===== config.mk =====
export PLATFORM = sky130hd
export DESIGN_NAME = console_uart_tx
export DESIGN_NICKNAME = d
export VERILOG_FILES = /design/src/rtl/console_uart_tx.sv
export SDC_FILE = /design/constraint.sdc
export NUM_CORES = 1
export LEC_CHECK = 0
export CAP_MARGIN = 20
export CORE_ASPECT_RATIO = 0.9
export CORE_MARGIN = 10
export CORE_UTILIZATION = 54
export CTS_CLUSTER_SIZE = 14
export DETAILED_ROUTE_END_ITERATION = 8
export PLACE_DENSITY = 0.77
export SYNTH_ARGS = -nofsm -noshare
export SYNTH_HDL_FRONTEND = slang
export SYNTH_HIERARCHICAL = 1
export SYNTH_SLANG_ARGS = --single-unit
export TNS_END_PERCENT = 1

===== constraint.sdc =====
create_clock -name clk -period 2.85 [get_ports clk]
set_input_delay 0.57 -clock clk [delete_from_list [all_inputs] [get_ports clk]]
set_output_delay 0.57 -clock clk [all_outputs]
set_load 0.01 [all_outputs]

===== src/rtl/console_uart_tx.sv =====
// Generic circular-buffer FIFO: push is dropped (drop pulses) when full on the pre-edge count.
// Latency: a pushed entry is visible at head_dat one cycle after the push edge.
// Backpressure: none upstream; producer sees count/drop, consumer pops only when non-empty.
module sync_fifo #(
    parameter int WIDTH = 8,
    parameter int DEPTH = 16
) (
    input  logic                     clk,
    input  logic                     reset,
    input  logic                     push_vld,
    input  logic [WIDTH-1:0]         push_dat,
    input  logic                     pop_rdy,
    output logic [WIDTH-1:0]         head_dat,
    output logic [$clog2(DEPTH):0]   count,
    output logic                     drop
);
    localparam int AW = $clog2(DEPTH);
    localparam logic [AW:0] FULL_CNT = (AW+1)'(DEPTH);

    logic [WIDTH-1:0] mem_q [DEPTH];
    logic [AW-1:0]    wr_ptr_q, wr_ptr_d;
    logic [AW-1:0]    rd_ptr_q, rd_ptr_d;
    logic [AW:0]      count_q, count_d;
    logic             push_ok, pop_ok;

    always_comb begin
        push_ok  = push_vld && (count_q != FULL_CNT);
        pop_ok   = pop_rdy && (count_q != '0);
        wr_ptr_d = push_ok ? wr_ptr_q + 1'b1 : wr_ptr_q;
        rd_ptr_d = pop_ok ? rd_ptr_q + 1'b1 : rd_ptr_q;
        count_d  = count_q;
        if (push_ok && !pop_ok) count_d = count_q + 1'b1;
        if (!push_ok && pop_ok) count_d = count_q - 1'b1;
    end

    always_ff @(posedge clk or negedge reset) begin
        if (!reset) begin
            wr_ptr_q <= '0;
            rd_ptr_q <= '0;
            count_q  <= '0;
        end else begin
            wr_ptr_q <= wr_ptr_d;
            rd_ptr_q <= rd_ptr_d;
            count_q  <= count_d;
        end
    end

    // Storage needs no reset: entries are only read when count says they are valid.
    always_ff @(posedge clk) begin
        if (push_ok) mem_q[wr_ptr_q] <= push_dat;
    end

    assign head_dat = mem_q[rd_ptr_q];
    assign count    = count_q;
    assign drop     = push_vld && (count_q == FULL_CNT);
endmodule

// Console byte sink: buffers core console stores and shifts them out as 8N1 UART, LSB first.
// Latency: write at edge E, start bit driven from E+1; each frame is 10*CLKS_PER_BIT cycles.
// Backpressure: core never stalls; writes to a full FIFO are dropped and flag sticky overflow.
module console_uart_tx #(
    parameter int CLKS_PER_BIT = 868,
    parameter int FIFO_DEPTH   = 16,
    parameter int XLEN         = 32
) (
    input  logic            clk,
    input  logic            reset,
    input  logic            console_we,
    input  logic [XLEN-1:0] console_wdata,
    output logic            tx,
    output logic            busy,
    output logic            fifo_full,
    output logic            overflow
);
    localparam int AW = $clog2(FIFO_DEPTH);
    localparam int BW = $clog2(CLKS_PER_BIT);
    localparam logic [AW:0]   FULL_CNT  = (AW+1)'(FIFO_DEPTH);
    localparam logic [BW-1:0] BAUD_LAST = BW'(CLKS_PER_BIT - 1);

    typedef enum logic [1:0] {IDLE, START, DATA, STOP} state_t;

    state_t        state_q, state_d;
    logic [BW-1:0] baud_q, baud_d;
    logic [2:0]    bit_idx_q, bit_idx_d;
    logic [7:0]    sh_q, sh_d;
    logic          tx_q, tx_d;
    logic          overflow_q, overflow_d;

    logic          fifo_pop;
    logic [7:0]    fifo_head_dat;
    logic [AW:0]   fifo_cnt;
    logic          fifo_drop;
    logic          baud_end;
    logic          unused_wdata;

    assign unused_wdata = ^console_wdata[XLEN-1:8];

    sync_fifo #(.WIDTH(8), .DEPTH(FIFO_DEPTH)) u_fifo (
        .clk      (clk),
        .reset    (reset),
        .push_vld (console_we),
        .push_dat (console_wdata[7:0]),
        .pop_rdy  (fifo_pop),
        .head_dat (fifo_head_dat),
        .count    (fifo_cnt),
        .drop     (fifo_drop)
    );

    always_comb begin
        state_d    = state_q;
        baud_d     = baud_q;
        bit_idx_d  = bit_idx_q;
        sh_d       = sh_q;
        tx_d       = tx_q;
        fifo_pop   = 1'b0;
        overflow_d = overflow_q | fifo_drop;
        baud_end   = (baud_q == BAUD_LAST);

        case (state_q)
            IDLE: begin
                tx_d = 1'b1;
                if (fifo_cnt != '0) begin
                    fifo_pop  = 1'b1;
                    sh_d      = fifo_head_dat;
                    baud_d    = '0;
                    bit_idx_d = '0;
                    tx_d      = 1'b0;
                    state_d   = START;
                end
            end
            START: begin
                if (baud_end) begin
                    baud_d    = '0;
                    bit_idx_d = '0;
                    tx_d      = sh_q[0];
                    state_d   = DATA;
                end else begin
                    baud_d = baud_q + 1'b1;
                end
            end
            DATA: begin
                if (baud_end) begin
                    baud_d = '0;
                    sh_d   = {1'b0, sh_q[7:1]};
                    if (bit_idx_q == 3'd7) begin
                        tx_d    = 1'b1;
                        state_d = STOP;
                    end else begin
                        // tx is registered, so present the bit that the shift is about to expose.
                        bit_idx_d = bit_idx_q + 3'd1;
                        tx_d      = sh_q[1];
                    end
                end else begin
                    baud_d = baud_q + 1'b1;
                end
            end
            STOP: begin
                if (baud_end) begin
                    baud_d = '0;
                    if (fifo_cnt != '0) begin
                        fifo_pop  = 1'b1;
                        sh_d      = fifo_head_dat;
                        bit_idx_d = '0;
                        tx_d      = 1'b0;
                        state_d   = START;
                    end else begin
                        tx_d    = 1'b1;
                        state_d = IDLE;
                    end
                end else begin
                    baud_d = baud_q + 1'b1;
                end
            end
            default: begin
                tx_d    = 1'b1;
                state_d = IDLE;
            end
        endcase
    end

    always_ff @(posedge clk or negedge reset) begin
        if (!reset) begin
            state_q    <= IDLE;
            baud_q     <= '0;
            bit_idx_q  <= '0;
            sh_q       <= '0;
            tx_q       <= 1'b1;
            overflow_q <= 1'b0;
        end else begin
            state_q    <= state_d;
            baud_q     <= baud_d;
            bit_idx_q  <= bit_idx_d;
            sh_q       <= sh_d;
            tx_q       <= tx_d;
            overflow_q <= overflow_d;
        end
    end

    assign tx        = tx_q;
    assign busy      = (state_q != IDLE) || (fifo_cnt != '0);
    assign fifo_full = (fifo_cnt == FULL_CNT);
    assign overflow  = overflow_q;
endmodule


==> metrics.md, run 1 <==
| Metric | Value |
|---|---|
| Met2 usage | `0.256` |
| Starting Density | `0.550` |
| Clk_skew | `approximately 0.0097 ns` |
| Sequential area share after synthesis | `0.658` |
| Final Hold Vio Count | `0` |
| CTS buffer count | `17` |
| CTS clk-pin slew, worst paths | `0.06 ns` |
| PortBufs | `14` |
| Post-synthesis mux area share | `0.137` |
| Crit Path Category | `reg -> reg` |
| Startpoint Class | `flop` |
| RSZ-0062 raised after global routing | `yes` |
| Layout cell share with drive strength beyond 1 | `0.268` |
| Vias after detailed routing | `4099` |
| Diode count | `0` |
| Drt via density | `6.06` |
| Syn nets | `487` |
| Fmax | `349 MHz` |
| Syn Std Cell Area | `7290 um^2` |
| Die H | `130 um` |
| Flops & latches, synth | `166` |
| M3 GR Usage | `0.0356` |
| Maxcap violations | `0` |
| Drt total wl | `13.9 mm` |
| Type of the most critical hold path | `in -> async` |
| FFs w/ async S/R, synth | `0.229` |
| Syn. warnings | `6` |
| Syn-to-layout area delta | `17.6%` |
| Worst slew margin | `0.420` |
| Clock Sinks | `166` |
| Number of synthesized flops with an enable pin | `128` |
| Final Cycle Share | `1.01` |
| Layer with the highest usage | `met2` |
| TritonCTS clock tree | `built` |
| Core ar. | `13300 um^2` |
| Die area | `18600 um^2` |
| Most frequent standard cell in the layout excluding fill and tap cells | `edfxtp_1` |
| Pwr Density | `between 1000 and 1500 nW/um^2` |
| Syn avg cell area | `16.8 um^2` |
| Post-Synth XOR/XNOR Area | `0.0156` |
| IO Pins | `39` |
| Clock Latency Late Sink | `between 0.4 and 0.5 ns` |
| Synth Area in Compound Gates | `0.0575` |
| Synth Area in Simple Gates | `0.0748` |
| WP data required | `about 3.2 ns` |
| Worst slew pin tran | `~0.87 ns` |
| Worst Reg2Reg Path Length in Cells | `13` |
| WL/cell | `~21 um` |
| Maximum VDD drop | `0.459 mV` |
| GRT overflow | `0` |
| Most frequent cells in the layout | `edfxtp_1 (128), buf_4 (47), dfrtp_1 (34)` |
| Chip Width | `about 140 um` |
| Netlist cell types | `62` |
| Met1 GRT Util | `0.208` |
| Final min period | `between 2 and 3 ns` |
| HPWL Detailed | `8.63 mm` |
| Global-route wire length before repair | `22.7 mm` |
| Initial DRT Pass Iterations | `5` |
| Vias in the first global route | `4197` |
| Clock buffer depth | `2` |
| Crit path DAT | `3.17 ns` |
| Slew Viols, Final | `0` |
| Failing checks | `setup timing` |
| CTS H-tree lvls | `4` |
| P_leak | `3.19 nW` |
| # rows | `40` |
| Initial antenna violation count | `0` |
| Synth Instances | `434` |
| Setup violations, final | `1` |
| Setup crit end kind | `flop` |
| Largest net degree at the start of global routing | `39` |
| Final core utilization | `0.647` |
| Status | `complete, but fails checks` |
| Detailed Route Iter0 Violations | `approximately 320` |
| Crit-path max FO | `4` |
| Final layout net count | `549` |
| DRC Markers | `0` |
| Tot GR Track Use | `0.160` |
| Post-DRT Antenna Nets | `0` |
| Hold slack | `0.264 ns` |
| Placement Setup Slack | `-0.00958 ns` |
| Ys flop type | `edfxtp_1` |
| Main combinational cell family by area after synthesis | `multiplexers` |
| Post-Synth Adder-Cell Area | `0.0309` |
| Post-route setup slack | `-0.0145 ns` |
| Root buf cell | `clkbuf_16` |
| GP Congestion | `0.750` |
cells by family after synthesis:
logic type / Yosys count
muxes: 51
adders and majority gates: 18
buffers and inverters: 31
and+or+nand+nor: 97
AOI/OAI and AO/OA: 58
xor gates and xnor gates: 13
DFF: 166
routing by layer:
layer	vias up	part of all wire
li1	1840	-
met1	2105	0.42
met2	136	0.50
met3	18	0.059
met4	0	0.015
met5	-	0
cell type report:
cell class	instances	area [um^2]
clock buffers	19	433
clock inverters	12	224
fillers	860	4690
inverters	12	45.0
multi-input cells	237	2350
flip-flops and latches	166	4800
well taps	168	210
repair buffers	62	510
stage by stage:
stage          std cells  area (um^2)  total power, W  setup TNS, ns
6_report             676         8570         0.00880        -0.0145
5_1_grt              676         8570         0.00926         -0.326
4_1_cts              674         8540         0.00882        -0.0267
3_5_place_dp         642         7860         0.00620       -0.00958
3_3_place_gp         642         7860         0.00609              0
2_1_floorplan        434         7320         0.00541         -0.142
Yosys cell counts (all sizes together) (7+ instances only):
master,count,area share
ha,18,0.031
inv,12,0.0062
nor3,10,0.0084
xnor2,7,0.0084
mux2,19,0.030
a22oi,16,0.016
mux4,32,0.11
edfxtp,128,0.53
nor2,25,0.014
dfrtp,37,0.13
buf,11,0.014
o21ai,13,0.0089
nand2,22,0.011
report_power, final:
group / switching (W) / total [W] / internal, W
logic: 0.00151 / 0.00299 / 0.00148
clock network: 0.000908 / 0.00255 / 0.00164
registers: 0.000233 / 0.00326 / 0.00303
state kept, by name, indices dropped and copies added (netlist names):
| register | flops |
|---|---|
| bit_idx_q | 3 |
| u_fifo/count | 5 |
| baud_q | 10 |
| tx | 1 |
| u_fifo/wr_ptr_q | 4 |
| u_fifo/mem_q | 128 |
| overflow | 1 |
| state_q | 2 |
| u_fifo/rd_ptr_q | 4 |
| sh_q | 8 |
path summary, 6_finish.rpt:
check                                       from                        endpoint  slack, ns
min reg2reg                   overflow$_DFF_PN0_              overflow$_DFF_PN0_       0.46
max in group asynchronous                  reset  u_fifo/rd_ptr_q[0]$_DFFE_PN0P_       1.99
min in group clk              overflow$_DFF_PN0_              overflow$_DFF_PN0_       0.46
max                        baud_q[1]$_DFFE_PN0P_     u_fifo/count[4]$_DFFE_PN0P_      -0.01
max reg2reg                baud_q[1]$_DFFE_PN0P_     u_fifo/count[4]$_DFFE_PN0P_      -0.01
min                                        reset              overflow$_DFF_PN0_       0.26
timing repair:
action / CTS / global route
hold buffers: 0 / 0
setup endpoints to repair: 1 / 3
resized for setup: 1 / 5
pin swaps: 1 / 4
buffers inserted: 1 / 2
gates cloned: 0 / 0
worst max-delay path, cell delays in order, from the launching register on:
cell	delay (ns)
dfrtp_1	0.35
ha_2	0.18
and4b_1	0.23
and3_4	0.21
a21oi_2	0.07
nor3_2	0.16
a21boi_4	0.23
ha_4	0.19
xor2_2	0.14
ha_2	0.20
o21ai_2	0.05
or4b_1	0.47
o311a_1	0.14
xnor2_1	0.13
(Power assumes the default switching activity.)
==> inputs of run 2 (changes only) <==
- CORE_UTILIZATION: 54 -> 56
- CTS_BUF_LIST: not set -> sky130_fd_sc_hd__clkbuf_4 sky130_fd_sc_hd__clkbuf_8
- PLACE_DENSITY: 0.77 -> 0.79
==> metrics.md, run 2 (synthesis results as in run 1) <==
| Metric | Value |
|---|---|
| Status | `complete, but fails checks (unchanged)` |
| Failing checks | `setup timing (unchanged)` |
| Post-DRT Antenna Nets | `0 (unchanged)` |
| Most frequent standard cell in the layout excluding fill and tap cells | `edfxtp_1 (unchanged)` |
| DRC Markers | `0 (unchanged)` |
| Clock buffer depth | `2 (unchanged)` |
| Global-route wire length before repair | `22.3 mm (was 22.7 mm)` |
| Vias after detailed routing | `4002 (was 4099)` |
| WP data required | `3.18 ns (was 3.16 ns)` |
| Slew Viols, Final | `0 (unchanged)` |
| Die H | `128 um (was 130 um)` |
| Final Hold Vio Count | `0 (unchanged)` |
| CTS buffer count | `17 (unchanged)` |
| Largest Register | `u_fifo/mem_q (unchanged)` |
| Fin cells | `671 (was 676)` |
| Crit path top cell by count | `ha_2 (unchanged)` |
| Post-route setup slack | `-0.0589 ns (was -0.0145 ns)` |
| Diode count | `0 (unchanged)` |
| IO Pins | `39 (unchanged)` |
| Final core utilization | `0.650 (was 0.647)` |
| PortBufs | `14 (unchanged)` |
| Cell Chain, Critical Path | `ha_2, and4b_1, and3_4, a21oi_2, nor3_2, a21boi_4, ha_4, xor2_2, ha_2, o21ai_2, or4b_4, o311a_1, xnor2_1 (was ha_2, and4b_1, and3_4, a21oi_2, nor3_2, a21boi_4, ha_4, xor2_2, ha_2, o21ai_2, or4b_1, o311a_1, xnor2_1)` |
| WP buf/inv | `0 (unchanged)` |
| Crit Path Category | `reg -> reg (unchanged)` |
| Number of stages on the worst setup path | `13 (unchanged)` |
| WL/cell | `20.9 um (was 20.5 um)` |
| Initial antenna violation count | `0 (unchanged)` |
| Maximum VDD drop | `0.543 mV (was 0.459 mV)` |
| GP Congestion | `0.751 (was 0.750)` |
| Worst slew pin tran | `0.896 ns (was 0.870 ns)` |
| Initial DRT Pass Iterations | `7 (was 5)` |
| Most frequent cells in the layout | `edfxtp_1 (128), buf_4 (45), dfrtp_1 (34) (was edfxtp_1 (128), buf_4 (47), dfrtp_1 (34))` |
| Fmax | `344 MHz (was 349 MHz)` |
| Delay-heaviest family, CP | `simple AND/OR/NAND/NOR gates (unchanged)` |
| Placed insts | `636 (was 642)` |
| Die area | `18000 um^2 (was 18600 um^2)` |
| Type of the most critical hold path | `in -> async (unchanged)` |
| Setup violations, final | `1 (unchanged)` |
| Worst setup startpoint | `baud_q[1]$_DFFE_PN0P_ (unchanged)` |
| Layout cell share with drive strength beyond 1 | `0.274 (was 0.268)` |
| Clk_skew | `0.0170 ns (was 0.00965 ns)` |
| RSZ-0062 raised after global routing | `yes (unchanged)` |
| Detailed Route Iter0 Violations | `347 (was 324)` |
| Starting Density | `0.572 (was 0.550)` |
| P_leak | `3.07 nW (was 3.19 nW)` |
| Setup crit end kind | `flop (unchanged)` |
| Reg2reg start | `baud_q[1]$_DFFE_PN0P_ (unchanged)` |
| CTS clk-pin slew, worst paths | `0.10 ns (was 0.06 ns)` |
| Root buf cell | `clkbuf_8 (was clkbuf_16)` |
| Final min period | `2.91 ns (was 2.86 ns)` |
| # rows | `39 (was 40)` |
| Crit-path max FO | `4 (unchanged)` |
| Drt total wl | `14.0 mm (was 13.9 mm)` |
| Hold slack | `0.229 ns (was 0.264 ns)` |
| TritonCTS clock tree | `built (unchanged)` |
| Drt via density | `5.96 (was 6.06)` |
| Largest net degree at the start of global routing | `39 (unchanged)` |
| Biggest registers after layout | `u_fifo/mem_q: 128 flops, baud_q: 10 flops, sh_q: 8 flops (unchanged)` |
| Maxcap violations | `0 (unchanged)` |
| Final layout net count | `547 (was 549)` |
| Clock Sinks | `166 (unchanged)` |
| Pwr Density | `952 nW/um^2 (was 1030 nW/um^2)` |
| Clock Latency Late Sink | `0.46 ns (was 0.43 ns)` |
| Worst Reg2Reg Path Length in Cells | `13 (unchanged)` |
| Syn-to-layout area delta | `13.6% (was 17.6%)` |
| Critical Path Max Stage Delay | `0.55 ns (was 0.47 ns)` |
| Final Cycle Share | `1.02 (was 1.01)` |
| Vias in the first global route | `4123 (was 4197)` |
| Placement Setup Slack | `-0.0400 ns (was -0.00958 ns)` |
| Max FFs per register | `128 (unchanged)` |
| Crit-path slowest cell | `or4b_4 (was or4b_1)` |
| Chip Width | `140 um (was 142 um)` |
| Core ar. | `12700 um^2 (was 13300 um^2)` |
| HPWL Detailed | `8.92 mm (was 8.63 mm)` |
| Crit path DAT | `3.24 ns (was 3.17 ns)` |
| Tot GR Track Use | `0.159 (was 0.160)` |
| Startpoint Class | `flop (unchanged)` |
| CTS H-tree lvls | `4 (unchanged)` |
| GRT overflow | `0 (unchanged)` |
| Worst slew margin | `0.403 (was 0.420)` |
==> run 2: changes by cell type in the layout (fill, tap and decap cells not counted), moves of 2 or more <==
cell,before,now
clkbuf_1,2,0
clkbuf_16,17,0
clkinv_8,0,2
buf_4,47,45
clkbuf_8,0,17
inv_8,0,3
clkinvlp_4,0,2
bufinv_16,6,0
==> run 2: cell type report <==
| type | count | area [um^2] |
|---|---|---|
| inverters | 12 | 45.0 |
| repair buffers | 60 | 494 |
| flip-flops and latches | 166 | 4800 |
| multi-input cells | 237 | 2360 |
| fillers | 855 | 4460 |
| clock inverters | 14 | 139 |
| well taps | 164 | 205 |
| clock buffers | 18 | 241 |
==> run 2: stage by stage <==
step,area [um^2],power (W),TNS [ns]
4_1_cts,8230,0.00787,-0.0140
3_5_place_dp,7840,0.00626,-0.0400
2_1_floorplan,7320,0.00541,-0.142
6_report,8280,0.00788,-0.0589
5_1_grt,8280,0.00833,-0.218
3_3_place_gp,7840,0.00611,0
==> run 2: per-layer routing <==
metal,wire length (um),track usage,share of wire,vias up
met5,0,0,0,-
met4,170,0.0479,0.012,0
met3,769,0.0430,0.055,18
met2,7040,0.255,0.50,107
met1,6020,0.209,0.43,2035
li1,-,-,-,1842
==> run 2: power breakdown <==
part           switching, W  internal (W)
combinational       0.00157       0.00147
sequential         0.000211       0.00302
clock              0.000952      0.000655
total               0.00273       0.00515
==> run 2: worst paths after layout <==
check                                              end  slack [ns]
min in group clk                    overflow$_DFF_PN0_        0.49
min                              baud_q[5]$_DFFE_PN0P_        0.23
max in group asynchronous  u_fifo/count[1]$_DFFE_PN0P_        1.99
max                        u_fifo/count[4]$_DFFE_PN0P_       -0.06
max reg2reg                u_fifo/count[4]$_DFFE_PN0P_       -0.06
min reg2reg                         overflow$_DFF_PN0_        0.49
==> run 2: what timing repair did <==
| action | 4_1_cts | 5_1_grt |
|---|---|---|
| hold buffers | 0 | 0 |
| resized for setup | 2 | 6 |
| setup buffers | 0 | 3 |
| pin swaps | 0 | 3 |
| endpoints found under the setup margin | 2 | 2 |
